===== src/rtl/f1_sequencer.sv =====
// LED fill sequencer: lights ledr one bit per STEP_TICKS ticks, holds all-on, then pulses time_out.
// Define RANDOM_DELAY_EN to take the hold length from a free-running 7-bit LFSR instead of HOLD_TICKS.
module f1_sequencer #(
    parameter int STEP_TICKS = 500,
    parameter int HOLD_TICKS = 250
) (
    input  logic       clk,
    input  logic       rst,
    input  logic       tick,
    input  logic       start,
    output logic [9:0] ledr,
    output logic       time_out,
    output logic       busy
);

    // state | meaning
    // IDLE  | waiting for start, LEDs dark
    // LIGHT | filling ledr one bit every STEP_TICKS ticks
    // HOLD  | all LEDs lit for hold_len ticks
    // OFF   | single cycle, LEDs dark, time_out pulse
    typedef enum logic [1:0] {
        IDLE  = 2'd0,
        LIGHT = 2'd1,
        HOLD  = 2'd2,
        OFF   = 2'd3
    } state_t;

    localparam logic [9:0] STEP_LAST = 10'(STEP_TICKS - 1);

    state_t     state;
    logic [9:0] count;
    logic [9:0] hold_len;
    logic       light_done;

    assign light_done = (state == LIGHT) && tick && (count == STEP_LAST) && (ledr == 10'h3FF);

`ifdef RANDOM_DELAY_EN
    logic [6:0] lfsr;
    logic [6:0] hold_q;

    // x^7 + x^6 + 1; seeded non-zero, so the register can never reach 0
    always_ff @(posedge clk or posedge rst) begin
        if (rst) begin
            lfsr   <= 7'h01;
            hold_q <= 7'h01;
        end else begin
            lfsr <= {lfsr[5:0], lfsr[6] ^ lfsr[5]};
            if (light_done) begin
                hold_q <= lfsr;
            end
        end
    end

    assign hold_len = {3'b000, hold_q};
`else
    assign hold_len = 10'(HOLD_TICKS);
`endif

    always_ff @(posedge clk or posedge rst) begin
        if (rst) begin
            state    <= IDLE;
            count    <= '0;
            ledr     <= '0;
            time_out <= 1'b0;
            busy     <= 1'b0;
        end else begin
            time_out <= 1'b0;
            case (state)
                IDLE: begin
                    ledr <= '0;
                    busy <= 1'b0;
                    // a tick arriving with the accepting start is deliberately not counted
                    if (start) begin
                        state <= LIGHT;
                        count <= '0;
                        ledr  <= 10'h001;
                        busy  <= 1'b1;
                    end
                end
                LIGHT: begin
                    if (tick) begin
                        if (count == STEP_LAST) begin
                            count <= '0;
                            if (light_done) begin
                                state <= HOLD;
                            end else begin
                                ledr <= {ledr[8:0], 1'b1};
                            end
                        end else begin
                            count <= count + 10'd1;
                        end
                    end
                end
                HOLD: begin
                    if (tick) begin
                        if (count == hold_len - 10'd1) begin
                            state    <= OFF;
                            count    <= '0;
                            ledr     <= '0;
                            time_out <= 1'b1;
                        end else begin
                            count <= count + 10'd1;
                        end
                    end
                end
                OFF: begin
                    state <= IDLE;
                    busy  <= 1'b0;
                end
                default: state <= IDLE;
            endcase
        end
    end

endmodule

===== config.mk =====
export PLATFORM = sky130hd
export DESIGN_NAME = f1_sequencer
export DESIGN_NICKNAME = d
export VERILOG_FILES = /design/src/rtl/f1_sequencer.sv
export SDC_FILE = /design/constraint.sdc
export NUM_CORES = 1
export LEC_CHECK = 0
export CAP_MARGIN = 20
export CORE_MARGIN = 2
export CORE_UTILIZATION = 54
export CTS_CLUSTER_SIZE = 30
export DETAILED_ROUTE_END_ITERATION = 7
export PLACE_DENSITY = 0.78
export SLEW_MARGIN = 20
export SYNTH_ARGS = -nofsm -noshare
export SYNTH_HDL_FRONTEND = slang
export SYNTH_SLANG_ARGS = --single-unit

===== constraint.sdc =====
create_clock -name clk -period 2.4 [get_ports clk]
set_clock_uncertainty 0.05 [all_clocks]
set_input_delay 0.24 -clock clk [delete_from_list [all_inputs] [get_ports clk]]
set_output_delay 0.24 -clock clk [all_outputs]
set_load 0.005 [all_outputs]

# Yosys cells after proc, flatten, opt, wreduce, memory -nomap -nowiden
# Cells that the tools add are included.
# op_classes
addsub	1
n_eq_ne	13
n_mux	25
n_reduce_logical	9
# op_table
operator	n
$mux 10	10
$pmux 10 s3	2
$mux 2	6
$ne 2x2->1 const B	6
$reduce_and 6->1	2
$add 10x1->10 const B	1
$eq 10x10->1 const B	1
$eq 10x8->1 const B	1
$eq 10x9->1 const B	1
$pmux 2 s4	1
$mux 1	5
$eq 2x2->1 const B	2
$reduce_and 4->1	1
$logic_and 1x1->1	3
$reduce_bool 3->1	1
$eq 2x1->1 const B	1
$logic_not 2->1	1
$ne 2x1->1 const B	1
$pmux 1 s2	1
$reduce_bool 2->1	1
# word_totals
regBits	24
inputBits	4
out_inout_bits	12
word_cells	53

# Longest topological paths before layout
# Gate-level depths: netlist of the first run.
# logic_depth
depth_word	8
ltp_mapped	8
mapped_depth_nobuf	7

# Worst setup path before layout of the first run
# No wires, ideal clock.
# synth_path
kind	reg2reg
start	reg count[1]
end	reg ledr[0]
setup_time_ps	125
arrival_time_ps	1653
required_time_ps	2225
setup_slack_ps	572
stages_incl_launch_ff	8
path_buffers	1
period_less_slack_ps	1828
path_cell_list	dfrtp_1 -> inv_1 -> ha_1 -> nand2_1 -> o41ai_4 -> nand4b_1 -> buf_6 -> mux2_4
# synth_via
elab_chain_len	5
word_cells_on_any_way	8
classes_between	eq/ne (5); reduce/logical (3)
# synth_rtl
element	line	source
from (decl)	31	logic [9:0] count;
from (signal assigned)	90	count <= count + 10'd1;
from (signal assigned)	102	count <= count + 10'd1;
$eq 10x9->1	35, 82	
$logic_and 1x1->1 (2 in a row)	35	assign light_done = (state == LIGHT) && tick && (count == STEP_LAST) && (ledr == 10'h3FF);
$ne 2x2->1 (no line)	n/a	
$reduce_and 6->1 (no line) *	n/a	
to (signal assigned)	87	ledr <= {ledr[8:0], 1'b1};
to (decl)	11	output logic [9:0] ledr,
# Mark *: on every way between the ends. The rest lies on a longest branch, timed or not.
# A chain may end at the register's enable or synchronous reset.

# Worst setup path in the final report of the first run
# layout_path
start	reg state[1]
end	reg count[7]
# layout_via
elab_chain_len	3
word_cells_on_any_way	9
classes_between	eq/ne (5); mux (1); reduce/logical (3)
# layout_rtl
element	line	source
from (decl)	30	state_t state;
from (signal assigned)	61	state <= IDLE;
from (signal assigned)	74	state <= LIGHT;
from (signal assigned)	85	state <= HOLD;
$eq 2x2->1, or another cell as far along	68	case (state)
$ne 2x2->1 (no line) / $reduce_bool 3->1 (equally long branches)	n/a	
$reduce_and 4->1 (no line)	n/a	
# Parallel ways exist; a longest one is shown, timed or not.

==> results of run 1 <==
report_power, final:
group	internal [mW]	total (mW)	switching, mW
Clock	0.0927	0.215	0.122
Sequential	0.468	0.527	0.0597
Combinational	0.373	0.836	0.463
Total	0.934	1.58	0.645
layout make-up:
cell class / count / area (µm²) / area share [%]
well taps: 30 / 37.5 / 2.37
repair buffers: 19 / 180 / 11.4
multi-input cells: 94 / 652 / 41.1
flip-flops and latches: 24 / 601 / 37.9
inverters: 21 / 78.8 / 4.97
clock buffers: 4 / 36.3 / 2.29
logic make-up (layout without fill, tap and decap cells):
group	Yosys count	in the layout	share of synthesized area, %
and+or+nand+nor	52	52	20.0
muxes	12	12	9.20
AOI/OAI and AO/OA	24	24	13.2
adders and majority gates	6	6	5.52
buffers and inverters	26	44	7.91
DFF	24	24	44.2
per-layer routing:
layer	part of all wire (%)	global-route usage (%)
met5	0	0
met4	1.7	12.1
met3	3.3	2.78
met2	48	34.9
met1	47	28.6
state kept, by name, summed over array words and instances (netlist names):
| register | count |
|---|---|
| busy | 1 |
| count | 10 |
| time_out | 1 |
| ledr | 10 |
| state | 2 |
worst min-delay path, delay by kind of cell:
kind	cells	cell delay (ns)
buf+inv	3	0.74
how the worst min path moves through the flow:
stage                                 from                   end  slack, ns  cells past startpoint
after floorplan                        rst      busy$_DFFE_PP0P_       0.20                      1
after global placement    busy$_DFFE_PP0P_      busy$_DFFE_PP0P_       0.42                      2
after detailed placement  busy$_DFFE_PP0P_      busy$_DFFE_PP0P_       0.44                      2
after CTS                              rst   ledr[5]$_DFFE_PP0P_       0.23                      3
after global routing                   rst   ledr[5]$_DFFE_PP0P_       0.26                      3
final                                  rst  count[8]$_DFFE_PP0P_       0.21                      3
cells in the final DEF (no fill, tap or decap), types with 2 or more instances in the layout:
cell type	n
clkbuf_4	3
dfrtp_1	24
nand4_1	4
nor2_1	6
nand2b_1	3
buf_4	4
nand2_1	20
a21oi_1	6
o21ai_0	3
nand3_1	10
o311ai_1	2
ha_1	6
mux2i_1	11
o22ai_1	6
inv_1	21
clkdlybuf4s50_1	15
through the flow:
| stage | cell area [µm²] | utilization [%] | hold WS (ns) | cells | setup WS [ns] |
|---|---|---|---|---|---|
| 3_5_place_dp | 1550 | 63.7 | 0.437 | 188 | 0.342 |
| 6_report | 1590 | 65.2 | 0.211 | 192 | 0.260 |
| 5_1_grt | 1590 | 65.2 | 0.257 | 192 | 0.132 |
| 3_3_place_gp | 1550 | 63.7 | 0.424 | 188 | 0.438 |
| 2_1_floorplan | 1360 | - | 0.205 | 144 | 0.572 |
| 4_1_cts | 1590 | 65.2 | 0.231 | 192 | 0.302 |
==> results.toml, run 1 <==
[global_route]
gr-total-overflow = 0
grt_max_degree = 25
grt_pass1_wl_um = 4530
grt_pass1_vias = 1018
grt_use_total_pct = 21.9
antenna_found_initial = 0

[routing]
drt-pass1-iter-count = 4
via_per_inst = 5.69
first_iter_violations = 22
drc_errors = 0
vias = 1093
wl_um = 2820
antenna_left = 0
routedWlPerCell_um = 14.7

[floorplan]
die_w_um = 54.2
initial_utilization_pct = 55.9
num_rows = 18
ioPinCount = 16
coreArea_mm2 = 0.00243
die_h_um = 54.2
dieArea_mm2 = 0.00294

[synth]
synth_top_flop_cell = "dfrtp_1"
synth-warning-count = 0
synthArstFlopShare_pct = 100
synthesis.area_mm2 = 0.00136
yosysSeqAreaShare_pct = 44.2
synth_most_common_cell = "dfrtp_1"
synth_top_area_share_pct = 44.2
synth_common_cells = "dfrtp_1, inv_1, nand2_1"
syn-instance-count = 144
synth.distinct_cells = 33
ys_ff_latch = 24
synth_edf_count = 0
avgSynthCellArea_um2 = 9.44
yosys-top-cells-area = "dfrtp_1, mux2i_1, inv_1"
yosysTopAreaCell = "dfrtp_1"
synth_nets = 154

[sta]
tightest_slew_ns = 0.576
setup_viol_count_final = 0
post-route-min-period_ns = 2.14
post-route-period-util_pct = 89.2
slew_headroom_pct = 61.3
fmax_mhz = 467
slew_violations = 0
grt_setup_unrepaired = "no"
hold_viol_final = 0
setup_total_negative_slack_ns = 0

[worst_setup_path]
max_stage_delay_ns = 0.44
cp_max_fo = 9
slowest_stage = "dfrtp_1"
r2r_end = "count[7]$_DFFE_PP0P_"
worstReg2RegStart = "state[1]$_DFFE_PP0P_"
rrSetupSlack_ns = 0.26
arrival_ns = 2.31
cp-start-kind = "flop"
cp-startpoint = "state[1]$_DFFE_PP0P_"
endpoint = "count[7]$_DFFE_PP0P_"
endpoint_kind = "flop"
crit_chain = "inv_1, ha_1, o31ai_2, a21oi_2, nand2b_1, o311ai_1"
worstRegToRegCells = 6
crit_cells = 6
cp.buffers_inverters = 1
required_ns = 2.57
path_class = "flop to flop"
cp_top_family = "compound AO/OA/AOI/OAI gates"

[clock_network]
h-tree-depth = 1
cts_hold_buf = 0
root_buffer = "clkbuf_4"
cts.sinks = 24
clkLatencyLatePin_ns = 0.32
cts_resized = 0
post-cts-setup-buffers = 0
clkTransAtPathRegs_ns = 0.13
cts_made_buffers = 3
cts_tree = "yes"
cts_buffer_depth = 2

[placement]
port_buffers = 15
gp_congestion = 0.890
dp_hpwl_um = 2060

[power]
power_mw = 1.58
peakVddDrop_v = 0.000747
power_density_mw_per_mm2 = 996
leakagePower_nw = 0.693

[finish]
fill_cells = 201
area_growth_pct = 16.6
antenna_cells = 0
nets = 173
drive_above_1_share_pct = 9.26

[flow_run]
maxCapViolCount = 0

[min_path]
min_path_type = "input pin to asynchronous set/reset pin"

[outcome]
status = "completed"
No activity file was read; power rests on OpenSTA's default activity.
==> inputs of run 2 (changes only) <==
CORE_UTILIZATION = 55   (was 54)
GPL_ROUTABILITY_DRIVEN = 0   (was not set)
PLACE_DENSITY = 0.8   (was 0.78)
clock period = 2.65 ns   (was 2.4 ns; I/O delays follow)
==> run 2 against run 1 <==
Against the previous run: design area is 0.55% higher; largest cell class unchanged; sequential share of layout area is 0.21 points lower; global-route usage is 1.4 points higher; via count is 0.18% higher; wire length is 2.5% higher.
==> results.toml, run 2 (synthesis results as in run 1) <==
[floorplan]
num_rows = 18
coreArea_mm2 = 0.00241
die_w_um = 53.7
ioPinCount = 16
die_h_um = 53.7
dieArea_mm2 = 0.00289
initial_utilization_pct = 56.4

[sta]
fmax_mhz = 438
post-route-min-period_ns = 2.28
setup_viol_count_final = 0
tightest_slew_ns = 0.908
grt_setup_unrepaired = "no"
hold_viol_final = 0
slew_headroom_pct = 39.4
post-route-period-util_pct = 86.2
slew_violations = 0
setup_total_negative_slack_ns = 0

[worst_setup_path]
r2r_end = "ledr[1]$_DFFE_PP0P_"
required_ns = 2.85
path_class = "flop to flop"
worstReg2RegStart = "state[1]$_DFFE_PP0P_"
rrSetupSlack_ns = 0.37
cp-start-kind = "flop"
endpoint_kind = "flop"
cp-startpoint = "state[1]$_DFFE_PP0P_"
worstRegToRegCells = 8
cp_max_fo = 14
arrival_ns = 2.48

[power]
combPwrFrac_pct = 50.7
seq_power_share_pct = 31.6
peakVddDrop_v = 0.000820
internal_power_mw = 0.919
pwr-share-clk_pct = 17.6
power_switching_mw = 0.598
power_density_mw_per_mm2 = 952
leakagePower_nw = 0.695
swShare_pct = 39.4

[routing]
wl_um = 2900
via_per_inst = 5.73
antenna_left = 0
first_iter_violations = 24
routedWlPerCell_um = 15.2
drc_errors = 0
vias = 1095
drt-pass1-iter-count = 4

[finish]
area_growth_pct = 17.2
final_common_cell = "dfrtp_1"
layout_common_cells = "dfrtp_1, inv_1, nand2_1"
nets = 172
post-route-util_pct = 66.1
antenna_cells = 0
drive_above_1_share_pct = 8.70
reg_top3 = "count: 10 flops, ledr: 10 flops, state: 2 flops"

[placement]
port_buffers = 15
dp_hpwl_um = 2100

[global_route]
gr-total-overflow = 0
grt_max_degree = 25
grt_pass1_wl_um = 4870
grt_use_total_pct = 23.2
antenna_found_initial = 0
grt_pass1_vias = 1044

[clock_network]
post-cts-setup-buffers = 0
clkLatencyLatePin_ns = 0.32
cts_tree = "yes"
cts_buffer_depth = 2
cts_made_buffers = 3
clkTransAtPathRegs_ns = 0.14
cts.sinks = 24
cts_resized = 0
h-tree-depth = 1
cts_hold_buf = 0
root_buffer = "clkbuf_4"

[outcome]
status = "completed"

[flow_run]
maxCapViolCount = 0

[min_path]
min_path_type = "input pin to asynchronous set/reset pin"
-- run 2: cell count changes in the layout (fill, tap and decap cells not counted) --
cell       change
clkbuf_8       -1
buf_4          -1
bufinv_16      +1
-- run 2: worst max path at each step --
stage,endpoint,cells after the start,slack [ns]
after floorplan,ledr[0]$_DFFE_PP0P_,7,0.82
after global placement,ledr[8]$_DFFE_PP0P_,8,0.53
after detailed placement,ledr[1]$_DFFE_PP0P_,8,0.41
after CTS,ledr[1]$_DFFE_PP0P_,8,0.38
after global routing,ledr[5]$_DFFE_PP0P_,8,0.20
final,ledr[1]$_DFFE_PP0P_,8,0.37
-- run 2: through the flow --
| step | setup slack [ns] | hold slack (ns) | power, mW | area (µm²) | cells |
|---|---|---|---|---|---|
| 3_5_place_dp | 0.414 | 0.441 | 1.25 | 1540 | 187 |
| 2_1_floorplan | 0.822 | 0.230 | 1.04 | 1360 | 144 |
| 3_3_place_gp | 0.530 | 0.426 | 1.21 | 1540 | 187 |
| 5_1_grt | 0.198 | 0.471 | 1.61 | 1590 | 191 |
| 4_1_cts | 0.381 | 0.412 | 1.52 | 1590 | 191 |
| 6_report | 0.366 | 0.373 | 1.52 | 1590 | 191 |
-- run 2: cell type report --
| cell class | instances | area [µm²] |
|---|---|---|
| inverters | 21 | 78.8 |
| multi-input cells | 94 | 652 |
| flip-flops and latches | 24 | 601 |
| repair buffers | 18 | 173 |
| clock inverters | 1 | 30.0 |
| clock buffers | 3 | 22.5 |
| well taps | 30 | 37.5 |
| fillers | 207 | 816 |
-- run 2: worst max-delay path, cell delays in order (launching register included) --
cell      delay [ns]
dfrtp_1         0.43
inv_1           0.11
ha_1            0.44
nand4_1         0.14
nor4_1          0.20
nand3_1         0.13
nand4b_1        0.25
buf_4           0.25
mux2i_1         0.20
-- run 2: per-layer routing --
metal / vias to the layer above / wire length (µm) / part of all wire [%] / global-route usage [%]
met5: - / 0 / 0 / 0
met4: 0 / 34 / 1.2 / 7.69
met3: 4 / 108 / 3.7 / 4.17
met2: 21 / 1510 / 52 / 40.2
met1: 541 / 1250 / 43 / 29.1
li1: 529 / - / - / -
-- run 2: power by group through the flow --
stage / registers (mW) / clock network [mW] / logic (mW)
3_3_place_gp: 0.480 / 0 / 0.732
4_1_cts: 0.480 / 0.270 / 0.769
6_report: 0.480 / 0.268 / 0.770
2_1_floorplan: 0.474 / 0 / 0.568
5_1_grt: 0.487 / 0.281 / 0.846
3_5_place_dp: 0.487 / 0 / 0.758
==> inputs of run 3 (changes only) <==
SETUP_SLACK_MARGIN = 0.15   (was not set)
==> results of run 3 <==
No change in the layout: final DEF, timing and power equal those of run 2.
